## config.mk

```make
export PLATFORM = sky130hd
export DESIGN_NAME = alu_share_sched
export DESIGN_NICKNAME = d
export VERILOG_FILES = /design/src/rtl/alu_share_pkg.sv /design/src/rtl/rr_arbiter.sv /design/src/rtl/alu_share_sched.sv
export SDC_FILE = /design/constraint.sdc
export NUM_CORES = 1
export LEC_CHECK = 0
export ABC_AREA = 1
export BUFFER_PORTS_ARGS = -buffer_cell sky130_fd_sc_hd__buf_4
export CAP_MARGIN = 20
export CORE_MARGIN = 10
export CORE_UTILIZATION = 48
export DETAILED_ROUTE_END_ITERATION = 7
export GPL_TIMING_DRIVEN = 0
export PLACE_DENSITY = 0.85
export SLEW_MARGIN = 20
export SYNTH_ARGS = -nofsm -noshare
export SYNTH_HDL_FRONTEND = slang
export SYNTH_SLANG_ARGS = --single-unit
```

## constraint.sdc

```tcl
create_clock -name clk -period 5 [get_ports clk]
set_clock_uncertainty 0.05 [all_clocks]
set_input_delay 1 -clock clk [delete_from_list [all_inputs] [get_ports clk]]
set_output_delay 1 -clock clk [all_outputs]
set_load 0.01 [all_outputs]
```

## src/rtl/alu_share_pkg.sv

```systemverilog
// alu_share_pkg: FSM state type and arbiter index width shared by the scheduler files
package alu_share_pkg;
  typedef enum logic [1:0] {IDLE, WAIT, CAPTURE} state_e;
  localparam int NUM_REQ_MAX = 8;
  localparam int ID_W = $clog2(NUM_REQ_MAX);
endpackage

```

## src/rtl/rr_arbiter.sv

```systemverilog
// rr_arbiter: combinational round-robin pick of the first request at or after ptr, wrapping
module rr_arbiter
  import alu_share_pkg::*;
#(
  parameter int N = 4
) (
  input  logic [N-1:0]    req,
  input  logic [ID_W-1:0] ptr,
  output logic [N-1:0]    gnt,
  output logic [ID_W-1:0] idx,
  output logic            any
);
  logic [N-1:0]  w_rot;
  logic [ID_W:0] w_sum;
  assign w_rot = N'({req, req} >> ptr);
  // Walk offsets from far to near so the nearest set bit wins
  always_comb begin
    idx   = '0;
    w_sum = '0;
    for (int k = N - 1; k >= 0; k--) begin
      if (w_rot[k]) begin
        w_sum = {1'b0, ptr} + (ID_W + 1)'(k);
        idx   = (w_sum >= (ID_W + 1)'(N)) ? ID_W'(w_sum - (ID_W + 1)'(N)) : w_sum[ID_W-1:0];
      end
    end
  end
  assign any = |req;
  assign gnt = any ? N'(1) << idx : '0;
endmodule

```

## src/rtl/alu_share_sched.sv

```systemverilog
// alu_share_sched: round-robin time-sharing of one ALU among NUM_REQ requesters, one op in flight
module alu_share_sched
  import alu_share_pkg::*;
#(
  parameter int NUM_REQ = 4,
  parameter int DATA_W  = 8,
  parameter int OP_W    = 3,
  parameter int ALU_LAT = 1,
  parameter int CNT_W   = 16
) (
  input  logic                      clk,
  input  logic                      reset,
  input  logic [NUM_REQ-1:0]        req_valid,
  input  logic [NUM_REQ*DATA_W-1:0] req_a,
  input  logic [NUM_REQ*DATA_W-1:0] req_b,
  input  logic [NUM_REQ*OP_W-1:0]   req_op,
  output logic [NUM_REQ-1:0]        req_ready,
  output logic [NUM_REQ-1:0]        rsp_valid,
  output logic [DATA_W-1:0]         rsp_r,
  output logic [DATA_W-1:0]         alu_a,
  output logic [DATA_W-1:0]         alu_b,
  output logic [OP_W-1:0]           alu_op,
  input  logic [DATA_W-1:0]         alu_r,
  output logic                      busy,
  output logic [CNT_W-1:0]          ops_done
);
  localparam int LAT_W = $clog2(ALU_LAT + 1);
  state_e            r_state, w_next;
  logic [ID_W-1:0]   r_ptr, r_id, w_gid, w_ptr_nxt;
  logic [NUM_REQ-1:0] w_gnt;
  logic              w_any, w_issue;
  logic [LAT_W-1:0]  r_cnt;
  rr_arbiter #(.N(NUM_REQ)) u_arb (
    .req(req_valid),
    .ptr(r_ptr),
    .gnt(w_gnt),
    .idx(w_gid),
    .any(w_any)
  );
  assign w_ptr_nxt = (w_gid == ID_W'(NUM_REQ - 1)) ? '0 : w_gid + 1'b1;
  assign busy      = r_state != IDLE;
  // req_ready is gated by reset so every output reads 0 while reset is held
  always_comb begin
    w_issue   = (r_state == IDLE) && w_any && !reset;
    req_ready = w_issue ? w_gnt : '0;
    w_next    = (r_state == IDLE) ? (w_any ? WAIT : IDLE) :
                (r_state == WAIT) ? ((r_cnt == LAT_W'(1)) ? CAPTURE : WAIT) : IDLE;
  end
  always_ff @(posedge clk or posedge reset) begin
    if (reset) begin
      r_state   <= IDLE;
      r_ptr     <= '0;
      r_id      <= '0;
      r_cnt     <= '0;
      alu_a     <= '0;
      alu_b     <= '0;
      alu_op    <= '0;
      rsp_valid <= '0;
      rsp_r     <= '0;
      ops_done  <= '0;
    end else begin
      r_state   <= w_next;
      rsp_valid <= (r_state == CAPTURE) ? NUM_REQ'(1) << r_id : '0;
      if (w_issue) begin
        alu_a  <= DATA_W'(req_a >> (DATA_W * w_gid));
        alu_b  <= DATA_W'(req_b >> (DATA_W * w_gid));
        alu_op <= OP_W'(req_op >> (OP_W * w_gid));
        r_id   <= w_gid;
        r_cnt  <= LAT_W'(ALU_LAT);
        r_ptr  <= w_ptr_nxt;
      end
      if (r_state == WAIT) r_cnt <= r_cnt - 1'b1;
      if (r_state == CAPTURE) begin
        rsp_r    <= alu_r;
        ops_done <= ops_done + 1'b1;
      end
    end
  end
  a_ready_onehot: assert property (@(posedge clk) disable iff (reset) $onehot0(req_ready));
  a_rsp_onehot:   assert property (@(posedge clk) disable iff (reset) $onehot0(rsp_valid));
  a_rsp_granted:  assert property (@(posedge clk) disable iff (reset) (|rsp_valid) |-> $past(r_state == CAPTURE));
endmodule

```

Yosys cells after proc, flatten, opt, wreduce, memory -nomap -nowiden:

Cells that the tools add are included.

* flip-flop bits (word level): 56
* bits of input ports: 90
* output and inout bits: 52

* $add $sub $neg: 10
* multiply operators: 1
* order comparisons: 4
* equality and inequality tests: 3
* shift-type cells: 6
* muxes and demuxes: 18
* reductions and logical operators: 7

Operators by type and width (count)
* >> shifter 32 x 6 -> 8 bit: 2
* two-way mux 3 bit: 9
* adder 16 x 1 -> 16 bit (second input constant): 1
* greater-or-equal comparator 4 x 3 -> 1 bit (second input constant): 3
* two-way mux 4 bit: 3
* >> shifter 12 x 5 -> 3 bit: 1
* subtractor 3 bit (second input constant): 4
* adder 3 x 2 -> 4 bit (second input constant): 2
* left shift 1 x 3 -> 4 bit (first input constant): 2
* >> shifter 8 x 3 -> 4 bit: 1
* two-way mux 2 bit: 3
* multiplier 2 x 3 -> 5 bit (first input constant): 1
* adder 3 x 1 -> 4 bit (second input constant): 1
* nonzero test 2 bit: 2
* OR reduction 4 bit: 1
* adder 3 x 1 -> 3 bit (second input constant): 1
* equality test 3 x 2 -> 1 bit (second input constant): 1
* greater-or-equal comparator 3 bit (second input constant): 1
* two-way mux 1 bit: 3
* equality test 2 x 1 -> 1 bit (second input constant): 1
* equality test 2 bit (second input constant): 1
* logical AND 1 bit: 2
* zero test 2 bit: 1
* zero test 1 bit: 1
* subtractor 1 bit (second input constant): 1

Logic depth before layout (Yosys ltp):

* word-level depth: 10
* gate-level depth with buffers: 16
* mapped depth without buffers: 15

Cells and area by module:

A second synthesis with hierarchy kept.

* cell total of the unflattened synthesis: 515
* area total of the unflattened synthesis: 3652.3 um^2

Modules (own cells, without submodules)
* alu_share_sched: instances 1, cells an instance 447, area an instance 3283.1 um^2
* rr_arbiter: instances 1, cells an instance 68, area an instance 369.1 um^2

Least setup slack after synthesis:

Ideal clock, no wire load.

* path type: in2out
* start: input reset
* end: output req_ready[0]
* data arrival time: 3.279 ns
* data required time: 3.950 ns
* slack: 0.671 ns
* stages on the path: 5
* buffers on the path: 0
* cell sequence: inv_1 nand4_1 inv_1 nand2_1 nor2_1

* longest elaborated chain between the ends: 3

Ends and longest elaborated chain
* start, declared: line alu_share_sched.sv:12 `input logic reset,`
* zero test 1 bit (no source line)
* logical AND 1 bit: line alu_share_sched.sv:44 `w_issue = (r_state == IDLE) && w_any && !reset;`
* two-way mux 4 bit: line alu_share_sched.sv:45 `req_ready = w_issue ? w_gnt : '0;`
* end, declared: line alu_share_sched.sv:17 `output logic [NUM_REQ-1:0] req_ready,`

No other way between the ends.

Final worst setup path:

* start: input reset
* end: output req_ready[2]

The elaborated chain is that of the path after synthesis.

==> results <==
- Per report_power, the sequential group accounts for 24.5% of the total.
- Measured against its own limit, the worst slew margin works out to 55.58%.
- The initial antenna violation count is 0.
- The average routed wire per standard cell is about 14 µm.
- Summed over all cells, the static leakage comes to roughly 2.8 nW.
- For the worst setup path, the data arrival time is just under 3 ns.
- The most frequent cell on the critical path is buf_4.
- The CTS tree is built.
- The count of vias placed by the detailed router is 3548.
- The share of synthesized flip-flops with an asynchronous set or reset is 100.0%.
- The number of nets handed over by synthesis was approximately 580.
- Counting flops with a built-in enable in the synthesized netlist gives 0.
- The pin slew with the least headroom to its limit is roughly 0.67 ns.
- The largest family of logic cells by synthesized area is simple AND/OR/NAND/NOR gates.
- The root buffer selected by CTS is clkbuf_8.
- The clock reaches the later pin of the worst-skew pair after 0.32 ns.
- The level count of the clock H-tree is 2.
- Buffers added to address setup during post-CTS repair amount to 0.
- The die is 103.8 µm tall.
- In this run the deepest clock path goes through 2 buffers.
- The hold violation count in the final report is 0.
- The parity-gate share of the synthesized area counting xor and xnor cells is between 3 and 4%.
- The layout net count is roughly 730.
- The worst-case vdd ir drop is roughly 380 µV.
- Setup violations remaining at the end of the flow were counted as 0.
- The summed negative setup slack over all endpoints is 0 ns.
- Synthesis produced between 400 and 500 cells.
- The total CTS buffers is 5.
- The design draws 2.952 mW.
- After clock tree synthesis, the flow added hold-fix buffers numbering 0.
- In this run the standard cell core region covers around 6800 µm².
- The worst path in the final design needs a cycle of 3.970 ns, including I/O delays and setup.
- Entering global routing, the biggest net connects slightly below 60 pins.
- The largest fanout on the critical path is 57.
- The simple-gate share of the synthesized area is between 40 and 50%.
- The total count of max-transition violations in the final report is 0.
- The category of the worst setup path capture point is an output pin.
- The type of the worst setup path is in2out.
- The share of synthesized cell area in full adder, half adder and majority cells is less than 1%.
- The cell area after placement is between 4000 and 5000 µm².
- The starting density of the core is between 40 and 50%.
- Row generation in the floorplan step produced 30 rows.
- The flow ran to the end, and the final reports show no timing, DRC or antenna violations.
- Measured against the total synthesized area, the mux share comes to 0%.
- The number of gates given a new drive strength after cts is 0.
- The die is ~100 µm wide.
- Yosys mapped the design onto 31 distinct sky130hd cell types.
- The via count of the first global-routing pass was 3652.
- The synthesized netlist devotes between 2 and 3% of its cell area to compound gates.
- The number of detailed-route iterations in the first pass is 4.
- The yosys synthesis warning count is 0.
- The half-perimeter wire length of the detailed placement result is ~8600 µm.
- In the routed layout, each cell is associated on average with a via count of ~4.8.
- The final clock period utilization by the worst path is a little under 80%.
- Timing would allow up to between 200 and 300 MHz.
- The element type at the critical path start is an input pin.
- The post-synthesis sequential element count is 56.
- The global-route congestion overflow total is 0.
- For this run, the share of the core covered by cells in the final layout is 68.32%.
- The congestion estimate from routability-driven global placement came to roughly 0.9.
- Traced cell by cell, the critical path runs through buf_4 > inv_4 > nand4_1 > inv_1 > nand2_1 > nor2_2 > buf_4.
- The fraction of layout cells with a size suffix above 1 is roughly 28%.
- In this run the cell area of the synthesized design comes to approximately 3400 µm².
- The worst min-delay path category is reg2reg.
- For this block, the initial DRC count from the detailed router was 168.
- The required time of the critical path is between 3 and 4 ns.
- The mean cell area of the mapped netlist is between 6 and 7 µm².
- The power per unit of standard cell area is 635.9 nW/µm².
- The number of max-capacitance violations reported is 0.
- After detailed routing, the total wire length is around 10000 µm.
- The floorplan die area is about 11000 µm².
- In the routed design, unresolved DRC markers number 0.
- The portion of the post-synthesis area used by sequential elements is 41.62%.
- After clock tree synthesis, the clock-pin slew on the worst setup and hold paths is approximately 0.11 ns.
- Across every metal layer, demand over resource in global routing totals 18.72%.
- In the synthesized netlist the dominant register cell turns out to be dfrtp_1.
- The share of total power dissipated in the clock network is 8.9%.
- The count of nets left with antenna violations once routing finished came out at 0.
- The boundary pin count is 142.
- Internal power comes to 1.469 mW.
- The biggest cell delay along the critical path is between 0.5 and 0.6 ns.
- The number of I/O port buffers is around 140.
- The number of antenna repair diodes is 0.
- The area added between synthesis and finish is 37.87%.
- In this run switching power makes up approximately half of total power.
- The wire length of the first global-routing pass is between 15000 and 20000 µm.
- Setup repair after global routing left no endpoint under its margin.
- The share of power burned in combinational logic is about two thirds.
- The switching power is roughly 1.5 mW.
- After routing the design area is around 4600 µm².
- The slowest cell on the critical path is nand4_1.
- Clock tree synthesis found a total of between 50 and 60 sinks.
-- worst paths after layout --
kind | to | start | cells after the start | slack (ns)
setup / recovery | req_ready[2] | reset | 7 | 1.03
hold / removal | rsp_valid[2] | r_id[0] | 1 | 0.44
setup reg to reg | alu_b[5] | r_ptr[0] | 13 | 2.89
hold reg to reg | rsp_valid[2] | r_id[0] | 1 | 0.44
max in group asynchronous | alu_op[1] | reset | 2 | 3.73
min in group asynchronous | alu_b[3] | reset | 2 | 0.72
-- Yosys cell counts (2+ instances only) --
library cell	number	area share, %
xnor2_1	5	1.3
clkbuf_1	4	0.45
nor4_1	4	0.74
nor2_2	3	0.56
o21ai_0	3	0.45
a21oi_1	2	0.30
ha_1	2	0.74
o21ai_1	2	0.30
xor2_1	9	2.3
nor2_1	14	1.6
buf_2	9	1.3
buf_4	2	0.45
nand2_4	3	1.0
a21boi_0	3	0.67
dfrtp_1	56	42
inv_2	4	0.45
nand2_2	5	0.93
buf_6	3	1.0
inv_1	67	7.5
nand2_1	216	24
nand3_1	64	9.5
nand4_1	3	0.56
-- metrics by stage --
| stage | setup WS [ns] | instances | hold slack, ns |
|---|---|---|---|
| 3_5_place_dp | 0.9812 | 729 | 0.4174 |
| 5_1_grt | 0.7335 | 737 | 0.4641 |
| 3_3_place_gp | -0.3205 | 729 | 0.4059 |
| 6_report | 1.030 | 737 | 0.4366 |
| 4_1_cts | 0.9777 | 737 | 0.4437 |
| 2_1_floorplan | 0.6715 | 492 | 0.4045 |
-- flip-flops by register name, indices dropped and copies added (netlist names) --
| register | count |
|---|---|
| r_ptr | 3 |
| alu_op | 3 |
| r_id | 3 |
| rsp_valid | 4 |
| alu_a | 8 |
| alu_b | 8 |
| r_cnt | 1 |
| rsp_r | 8 |
| ops_done | 16 |
| r_state | 2 |
-- metal layers --
metal  GRT usage [%]  wire (µm)
met1           20.88       4205
met4           2.982         53
met2           33.60       5333
met3           6.939        865
met5               0          0
-- critical path, delay by kind of cell --
kind,cells,cell delay (ns)
buf+inv,4,1.07
simple gates,3,0.83
-- logic make-up (layout without fill, tap and decap cells) --
| group | Yosys count | in the layout |
|---|---|---|
| compound gates | 14 | 14 |
| fa+ha+maj | 2 | 2 |
| simple gates | 316 | 316 |
| xor+xnor | 14 | 14 |
| buf+inv | 90 | 239 |
| flops | 56 | 56 |
-- power by group through the flow --
stage / combinational, mW / clock (mW) / sequential, mW
after global routing: 2.20 / 0.285 / 0.746
after global placement: 1.91 / 0 / 0.722
final: 1.97 / 0.262 / 0.724
after floorplan: 1.28 / 0 / 0.766
after CTS: 1.97 / 0.265 / 0.723
after detailed placement: 1.96 / 0 / 0.728
-- area by class of cell --
class | count | area [µm²]
Fill cell | 606 | 2152
Multi-Input combinational cell | 346 | 1587
Sequential cell | 56 | 1401
Timing Repair Buffer | 141 | 1059
Inverter | 71 | 269.0
Tap cell | 96 | 120.1
Buffer | 19 | 112.6
Clock buffer | 5 | 68.82
Clock inverter | 3 | 25.02
-- layout by cell type, fill, tap and decap left out, types with 5 or more instances in the layout --
| master | n |
|---|---|
| dfrtp_1 | 56 |
| buf_4 | 143 |
| nor2_1 | 14 |
| nand2_2 | 5 |
| nand3_1 | 64 |
| nand2_1 | 216 |
| buf_2 | 9 |
| inv_1 | 66 |
| xor2_1 | 9 |
| clkbuf_8 | 5 |
| xnor2_1 | 5 |
(Power assumes the default switching activity.)
